## config.mk

```make
export PLATFORM = sky130hd
export DESIGN_NAME = axi4_burst_splitter
export DESIGN_NICKNAME = d
export VERILOG_FILES = /design/src/rtl/axi4_burst_splitter.sv
export SDC_FILE = /design/constraint.sdc
export NUM_CORES = 1
export LEC_CHECK = 0
export CAP_MARGIN = 40
export CORE_ASPECT_RATIO = 0.6
export CORE_MARGIN = 8
export CORE_UTILIZATION = 40
export CTS_CLUSTER_DIAMETER = 100
export DETAILED_ROUTE_END_ITERATION = 8
export HOLD_SLACK_MARGIN = 0.06
export PLACE_DENSITY = 0.77
export SKIP_LAST_GASP = 1
export SYNTH_ARGS = -nofsm -noshare
export SYNTH_HDL_FRONTEND = slang
export SYNTH_SLANG_ARGS = --single-unit
```

## constraint.sdc

```tcl
create_clock -name ACLK -period 3.4 [get_ports ACLK]
set_clock_uncertainty 0.05 [all_clocks]
set_input_delay 0.68 -clock ACLK [delete_from_list [all_inputs] [get_ports ACLK]]
set_output_delay 0.68 -clock ACLK [all_outputs]
set_load 0.005 [all_outputs]
```

## src/rtl/axi4_burst_splitter.sv

```systemverilog
// axi4_burst_splitter: splits one (address, beat count) request into a train
// of AXI4 INCR burst commands of at most MaxBurstBeats beats each.
// Optional macro AXI4_BURST_BOUNDARY_SPLIT_EN: additionally cut bursts so that
// none crosses a 4 KB boundary.
module axi4_burst_splitter #(
  parameter int unsigned AddressWidth  = 32,
  parameter int unsigned DataWidth     = 32,
  parameter int unsigned LengthWidth   = 16,
  parameter int unsigned MaxBurstBeats = 16
) (
  input  logic                    ACLK,
  input  logic                    ARESETN,
  input  logic [AddressWidth-1:0] REQADDR,
  input  logic [LengthWidth-1:0]  REQLEN,
  input  logic                    REQVALID,
  output logic                    REQREADY,
  output logic [AddressWidth-1:0] DSTADDR,
  output logic [7:0]              DSTLEN,
  output logic                    DSTVALID,
  input  logic                    DSTREADY,
  output logic                    DSTFLUSH,
  output logic                    BUSY,
  output logic                    DONE
);

  localparam int unsigned BytesPerBeat = DataWidth / 8;
  localparam int unsigned ByteShift    = $clog2(BytesPerBeat);
  localparam int unsigned BurstWidth   = 9;
  localparam logic [AddressWidth-1:0] AddrMask = ~AddressWidth'(BytesPerBeat - 1);

  typedef enum logic [1:0] {S_IDLE, S_CALC, S_ISSUE, S_DONE} state_t;

  state_t                  state_q, state_n;
  logic [AddressWidth-1:0] r_addr;
  logic [LengthWidth-1:0]  r_remain;
  logic [BurstWidth-1:0]   r_burst;
  logic [BurstWidth-1:0]   burst_c;
  logic [LengthWidth-1:0]  remain_next_c;
  logic [31:0]             cap_c;
  logic                    req_fire_c, dst_fire_c;
  logic                    req_ready_n, dst_valid_n, dst_flush_n, busy_n, done_n;
`ifdef AXI4_BURST_BOUNDARY_SPLIT_EN
  logic [12:0]             to_bound_c;
`endif

  assign req_fire_c    = (state_q == S_IDLE) && REQVALID && REQREADY;
  assign dst_fire_c    = (state_q == S_ISSUE) && DSTVALID && DSTREADY;
  assign remain_next_c = r_remain - LengthWidth'(r_burst);
  assign DSTADDR       = r_addr;

  // Next burst length: min of remaining beats, max burst and (optionally) beats to 4 KB.
  always_comb begin
    cap_c = (32'(r_remain) < 32'(MaxBurstBeats)) ? 32'(r_remain) : 32'(MaxBurstBeats);
`ifdef AXI4_BURST_BOUNDARY_SPLIT_EN
    to_bound_c = (13'd4096 - {1'b0, r_addr[11:0]}) >> ByteShift;
    if (32'(to_bound_c) < cap_c) cap_c = 32'(to_bound_c);
`endif
    burst_c = BurstWidth'(cap_c);
  end

  // State register.
  always_ff @(posedge ACLK or negedge ARESETN) begin
    if (!ARESETN) state_q <= S_IDLE;
    else          state_q <= state_n;
  end

  // Next state and next registered output values.
  always_comb begin
    state_n     = state_q;
    req_ready_n = 1'b0;
    dst_valid_n = 1'b0;
    dst_flush_n = 1'b0;
    busy_n      = 1'b0;
    done_n      = 1'b0;
    case (state_q)
      S_IDLE:  if (req_fire_c) state_n = (REQLEN != '0) ? S_CALC : S_DONE;
      S_CALC:  state_n = S_ISSUE;
      S_ISSUE: if (dst_fire_c) state_n = (remain_next_c == '0) ? S_DONE : S_CALC;
      S_DONE:  state_n = S_IDLE;
      default: state_n = S_IDLE;
    endcase
    req_ready_n = (state_n == S_IDLE);
    dst_valid_n = (state_n == S_ISSUE);
    dst_flush_n = (state_n == S_CALC) || (state_n == S_ISSUE);
    busy_n      = (state_n != S_IDLE);
    done_n      = (state_n == S_DONE);
  end

  // Control outputs registered from the next state so nothing is combinational.
  always_ff @(posedge ACLK or negedge ARESETN) begin
    if (!ARESETN) begin
      REQREADY <= 1'b0;
      DSTVALID <= 1'b0;
      DSTFLUSH <= 1'b0;
      BUSY     <= 1'b0;
      DONE     <= 1'b0;
    end else begin
      REQREADY <= req_ready_n;
      DSTVALID <= dst_valid_n;
      DSTFLUSH <= dst_flush_n;
      BUSY     <= busy_n;
      DONE     <= done_n;
    end
  end

  // Address / remaining-beat bookkeeping and burst length register.
  always_ff @(posedge ACLK or negedge ARESETN) begin
    if (!ARESETN) begin
      r_addr   <= '0;
      r_remain <= '0;
      r_burst  <= '0;
      DSTLEN   <= '0;
    end else begin
      if (req_fire_c) begin
        r_addr   <= REQADDR & AddrMask;
        r_remain <= REQLEN;
      end
      if (state_q == S_CALC) begin
        r_burst <= burst_c;
        DSTLEN  <= 8'(burst_c - BurstWidth'(1));
      end
      if (dst_fire_c) begin
        r_addr   <= r_addr + (AddressWidth'(r_burst) << ByteShift);
        r_remain <= remain_next_c;
      end
    end
  end

endmodule
```

; ---- Word-level counts from Yosys, hierarchy flattened
; Index checks and enable logic that the tools add are counted.
[classes]
n_addsub = 3
order_cmp = 1
n_eq_ne = 6
n_mux = 10
reduce_logical = 11
[op_table]
columns = cell, n
row1 = $mux W32, 2
row2 = $add A32 B11 Y32, 1
row3 = $mux W16, 2
row4 = $logic_not A16 Y1, 1
row5 = $lt A16 B5 Y1 const B, 1
row6 = $reduce_bool A16 Y1, 1
row7 = $sub A16 B9 Y16, 1
row8 = $mux W9, 1
row9 = $eq A2 B2 Y1 const B, 4
row10 = $mux W2, 4
row11 = $pmux W2 S4, 1
row12 = $sub A8 B1 Y8 const B, 1
row13 = $eq A2 B1 Y1 const B, 2
row14 = $logic_and A1 B1 Y1, 4
row15 = $logic_not A2 Y1, 2
row16 = $reduce_bool A2 Y1, 2
row17 = $logic_or A1 B1 Y1, 1
[totals]
ff_bits = 72
output_inout_bits = 45
wordCells = 41

; ---- Logic depth before layout (Yosys ltp)
[depth]
word_depth = 7
mapped_depth = 10
depth_no_buf = 10

; ---- Worst setup path before layout
; OpenSTA, ideal clock, no wires.
[synth_timing]
path_type = flip-flop to flip-flop
from = register r_remain[0]
to = register DSTFLUSH
setup_ns = 0.126
arrival_ns = 2.878
path_slack_ns = 0.346
path_stages_with_launch = 11
n_path_buf = 0
synth_period_minus_slack_ns = 3.054
cell_sequence = dfrtp_1 inv_1 ha_1 fa_1 nand3b_1 or4_1 nor4b_1 o2111ai_1 or4_1 o31ai_1 ha_1
[synth_via]
elab_chain_cells = 7
[synth_lines]
columns = item, line
row1 = "start, declared", 35  ; logic [LengthWidth-1:0] r_remain;
row2 = "start signal, assigned", 124  ; r_remain <= remain_next_c;
row3 = $sub A16 B9 Y16 (*), 48  ; assign remain_next_c = r_remain - LengthWidth'(r_burst);
row4 = $logic_not A16 Y1 (*), 78  ; S_ISSUE: if (dst_fire_c) state_n = (remain_next_c == '0) ? S_DONE : S_CALC;
row5 = $mux W2 (*) (2 in a row), 78
row6 = $pmux W2 S4 (*), 75  ; case (state_q)
row7 = $eq A2 B1 Y1 / $eq A2 B2 Y1 (equally long branches), 84  ; dst_flush_n = (state_n == S_CALC) || (state_n == S_ISSUE);
row8 = $logic_or A1 B1 Y1 (*), 84
row9 = named net dst_flush_n, 41  ; logic req_ready_n, dst_valid_n, dst_flush_n, busy_n, done_n;
row10 = "end signal, assigned", 100  ; DSTFLUSH <= dst_flush_n;
row11 = "end, declared", 21  ; output logic DSTFLUSH,
; The timed path passes the listed nets; every way through them passes the cells marked *.
; A chain may end at the register's enable or synchronous reset.

; ---- Worst setup path after layout
; Ends and elaborated chain as after synthesis.

==> impl_metrics.xml <==
<?xml version="1.0" encoding="UTF-8"?>
<metrics>
  <group name="synth">
    <metric name="synth-edff-count" unit="">0</metric>
    <metric name="mappedNetlistArea" unit="sq um">4430</metric>
    <metric name="post_synthesis_cells" unit="">493</metric>
    <metric name="async_s_r_ff_share_synth" unit="%">100</metric>
    <metric name="dominantRegCellSynth" unit="">dfrtp_1</metric>
    <metric name="synth_area_leaders" unit="">dfrtp_1 (40%), ha_1 (5.9%), nand2_1 (4.7%)</metric>
    <metric name="synthDominantAreaCellType" unit="">dfrtp_1</metric>
    <metric name="area_share_of_the_largest_cell_type_after_synthesis" unit="%">39.6</metric>
    <metric name="share_of_the_yosys_chip_area_belonging_to_registers" unit="%">39.6</metric>
    <metric name="synthDistinctLibCells" unit="">67</metric>
    <metric name="synth.avg_cell_area" unit="sq um">8.98</metric>
    <metric name="synth.yosys.warnings" unit="">0</metric>
    <metric name="ys_ff_latch" unit="">70</metric>
  </group>
  <group name="global_routing">
    <metric name="grt_start_max_net_pins" unit="">38</metric>
    <metric name="vias_in_the_first_global_route" unit="">4282</metric>
    <metric name="number_of_antenna_violations_at_the_first_check_in_global_routing" unit="">0</metric>
    <metric name="gr-usage-all-layers" unit="%">20.0</metric>
    <metric name="grt-ovfl-total" unit="">0</metric>
    <metric name="grt_pass1_wl" unit="microns">23600</metric>
  </group>
  <group name="layout">
    <metric name="nFillCells" unit="">991</metric>
    <metric name="finalCoreUtilization" unit="%">54.4</metric>
    <metric name="n_antenna_cell" unit="">0</metric>
    <metric name="finish.instance_area" unit="sq um">5810</metric>
    <metric name="mostFrequentLayoutCell" unit="">clkdlybuf4s50_1</metric>
    <metric name="drive_gt1_share" unit="%">7.64</metric>
    <metric name="num-nets-final" unit="">659</metric>
    <metric name="area_growth_syn_to_layout" unit="%">31.2</metric>
    <metric name="final_cells" unit="">728</metric>
    <metric name="mostFrequentLayoutCells" unit="">clkdlybuf4s50_1 (91), dfrtp_1 (70), nand2_1 (56), nor2_1 (42), ha_1 (21)</metric>
  </group>
  <group name="floorplanning">
    <metric name="initial_utilization" unit="%">41.5</metric>
    <metric name="dieArea" unit="sq um">14800</metric>
    <metric name="io-pin-count" unit="">97</metric>
    <metric name="die_width" unit="microns">152</metric>
    <metric name="num_rows" unit="">29</metric>
    <metric name="die_y" unit="microns">97.5</metric>
    <metric name="core_area" unit="sq um">10700</metric>
  </group>
  <group name="timing">
    <metric name="worst_slew_pin_slew" unit="ps">809</metric>
    <metric name="timing.max_slew.rel_slack" unit="%">46.0</metric>
    <metric name="number_of_slew_limit_violations_in_the_final_report" unit="">0</metric>
    <metric name="period_minus_slack" unit="ps">3250</metric>
    <metric name="rsz0062_at_grt" unit="">no</metric>
    <metric name="timing.fmax" unit="GHz">0.308</metric>
    <metric name="setup_viol_count_final" unit="">0</metric>
    <metric name="hold_ws" unit="ps">379</metric>
    <metric name="final_hold_viol_count" unit="">0</metric>
    <metric name="post-route-period-util" unit="%">95.6</metric>
    <metric name="timing.final.ws_setup" unit="ps">149</metric>
    <metric name="accumulated_negative_setup_slack" unit="ps">0</metric>
  </group>
  <group name="place">
    <metric name="place_hpwl" unit="microns">11100</metric>
    <metric name="gp_congestion" unit="">0.943</metric>
    <metric name="buffer_ports.inserted" unit="">92</metric>
    <metric name="postPlaceCellArea" unit="sq um">5510</metric>
    <metric name="numPlacedInstances" unit="">712</metric>
    <metric name="post-place-ws" unit="ps">40.8</metric>
  </group>
  <group name="job">
    <metric name="max_cap_viol_count" unit="">0</metric>
  </group>
  <group name="power_and_ir_drop">
    <metric name="cellLeakagePower" unit="nW">2.41</metric>
    <metric name="power" unit="mW">5.28</metric>
    <metric name="power_per_cell_area" unit="nW/um^2">909</metric>
    <metric name="ir_worst_vdd" unit="V">0.000448</metric>
  </group>
  <group name="clock_network">
    <metric name="cts_made_buffers" unit="">9</metric>
    <metric name="tritoncts" unit="">built</metric>
    <metric name="htree_num_levels" unit="">3</metric>
    <metric name="post-cts-setup-buffer-count" unit="">0</metric>
    <metric name="clockRootBuffer" unit="">clkbuf_16</metric>
    <metric name="clk_latency" unit="ps">340</metric>
    <metric name="clock-sinks" unit="">70</metric>
    <metric name="worst_setup_hold_path_clk_slew" unit="ps">60</metric>
    <metric name="clockBufferDepth" unit="">2</metric>
  </group>
  <group name="detailed_routing">
    <metric name="count_of_antenna_violating_nets_left_after_detailed_routing" unit="">0</metric>
    <metric name="via_count" unit="">4476</metric>
    <metric name="drt_first_iter_violations" unit="">373</metric>
    <metric name="wl_per_cell" unit="microns">20.1</metric>
    <metric name="drt-total-wl" unit="microns">14600</metric>
    <metric name="drcViolationCount" unit="">0</metric>
    <metric name="vias_per_cell" unit="">6.15</metric>
    <metric name="drt_pre_antenna_iters" unit="">4</metric>
  </group>
  <group name="setup_path">
    <metric name="path_max_fanout" unit="">2</metric>
    <metric name="timing_worst_setup_path_type" unit="">reg -&gt; reg</metric>
    <metric name="critPathArrivalTime" unit="ps">3420</metric>
    <metric name="timing.critical_path.required" unit="ps">3570</metric>
    <metric name="timing.critical_path.from_type" unit="">flip-flop</metric>
    <metric name="worstSetupEndpointType" unit="">flip-flop</metric>
  </group>
  <group name="status">
    <metric name="outcome" unit="">complete, no violations</metric>
  </group>
  <group name="min_path">
    <metric name="hold_path_class" unit="">in -&gt; async</metric>
  </group>
</metrics>
==> final timing paths <==
| path | startpoint | end | slack [ps] | cells after the start |
|---|---|---|---|---|
| worst min-delay path | ARESETN | DSTADDR[10] | 380 | 1 |
| worst max-delay path | r_remain[0] | DSTFLUSH | 150 | 10 |
| min in group ACLK | DSTLEN[6] | DSTLEN[6] | 430 | 2 |
| worst max register to register | r_remain[0] | DSTFLUSH | 150 | 10 |
| max in group asynchronous | ARESETN | r_remain[4] | 2160 | 2 |
| worst min register to register | DSTLEN[6] | DSTLEN[6] | 430 | 2 |
==> metal layers <==
layer  GRT usage [%]  vias up  part of all wire [%]
met5               0        -                     0
met3            5.81       22                    11
met1            28.3     2190                    44
li1                -     2037                     -
met2            28.8      227                    43
met4            5.40        0                   1.2
==> power breakdown <==
group / leakage [nW] / total [mW] / internal [mW] / switching [mW]
Sequential: 0.841 / 1.61 / 1.17 / 0.440
Clock: 0.135 / 0.898 / 0.517 / 0.381
Combinational: 1.44 / 2.76 / 1.31 / 1.45
Total: 2.41 / 5.28 / 3.00 / 2.27
==> state kept, by name, indices dropped and copies added (netlist names), 2 cells and up <==
register / count
DSTADDR: 30
r_remain: 16
r_burst: 9
DSTLEN: 8
state_q: 2
==> synthesized netlist by cell type, types with 4 or more instances <==
cell type and n:
a21oi_1 20, a211oi_1 14, xnor2_1 10, and2_1 6
a21o_1 8, o21a_1 5, a221oi_1 4, ha_1 21
o2111ai_1 4, nor2_1 42, a22oi_1 7, a311oi_1 15
or4_1 6, nor2b_1 8, dfrtp_1 70, nor3_1 13
nand2_1 56, clkbuf_1 18, xor2_1 4, o31ai_1 4
and3_1 11, a31oi_1 9, o22ai_1 11, o21ai_0 20
nor4_1 7, nand4_1 6, inv_1 17, nand3_1 12
==> what timing repair did <==
action | 4_1_cts | 5_1_grt
pin swaps | 0 | 0
hold buffers | 0 | 0
resized for setup | 1 | 1
setup endpoints to repair | 1 | 1
gates cloned | 0 | 0
==> worst max-delay path, cell delays in order (launching register included) <==
cell	delay, ps
dfrtp_1	360
inv_1	60
ha_1	220
fa_1	530
nand3b_1	90
or4_1	420
nor4b_2	240
o2111ai_1	170
or4_1	470
o31ai_2	250
ha_1	280
==> cell type report <==
class	count	area [sq um]	share of cell area, %
sequential	70	1750	30.2
clock buffer	10	239	4.12
timing repair buffer	106	1020	17.6
tap	139	174	3.00
inverter	17	63.8	1.10
multi-input combinational	380	2510	43.2
clock inverter	6	46.3	0.797
==> logic make-up (layout without fill, tap and decap cells) <==
family,after synthesis,in the layout,share of synthesized area (%)
fa+ha+maj,23,23,6.84
other cells,1,2,0.0847
simple gates,189,189,22.1
xor+xnor,14,14,2.77
buf+inv,44,139,4.16
compound gates,149,149,23.8
mux,3,3,0.679
flops,70,70,39.6
(Power assumes the default switching activity.)
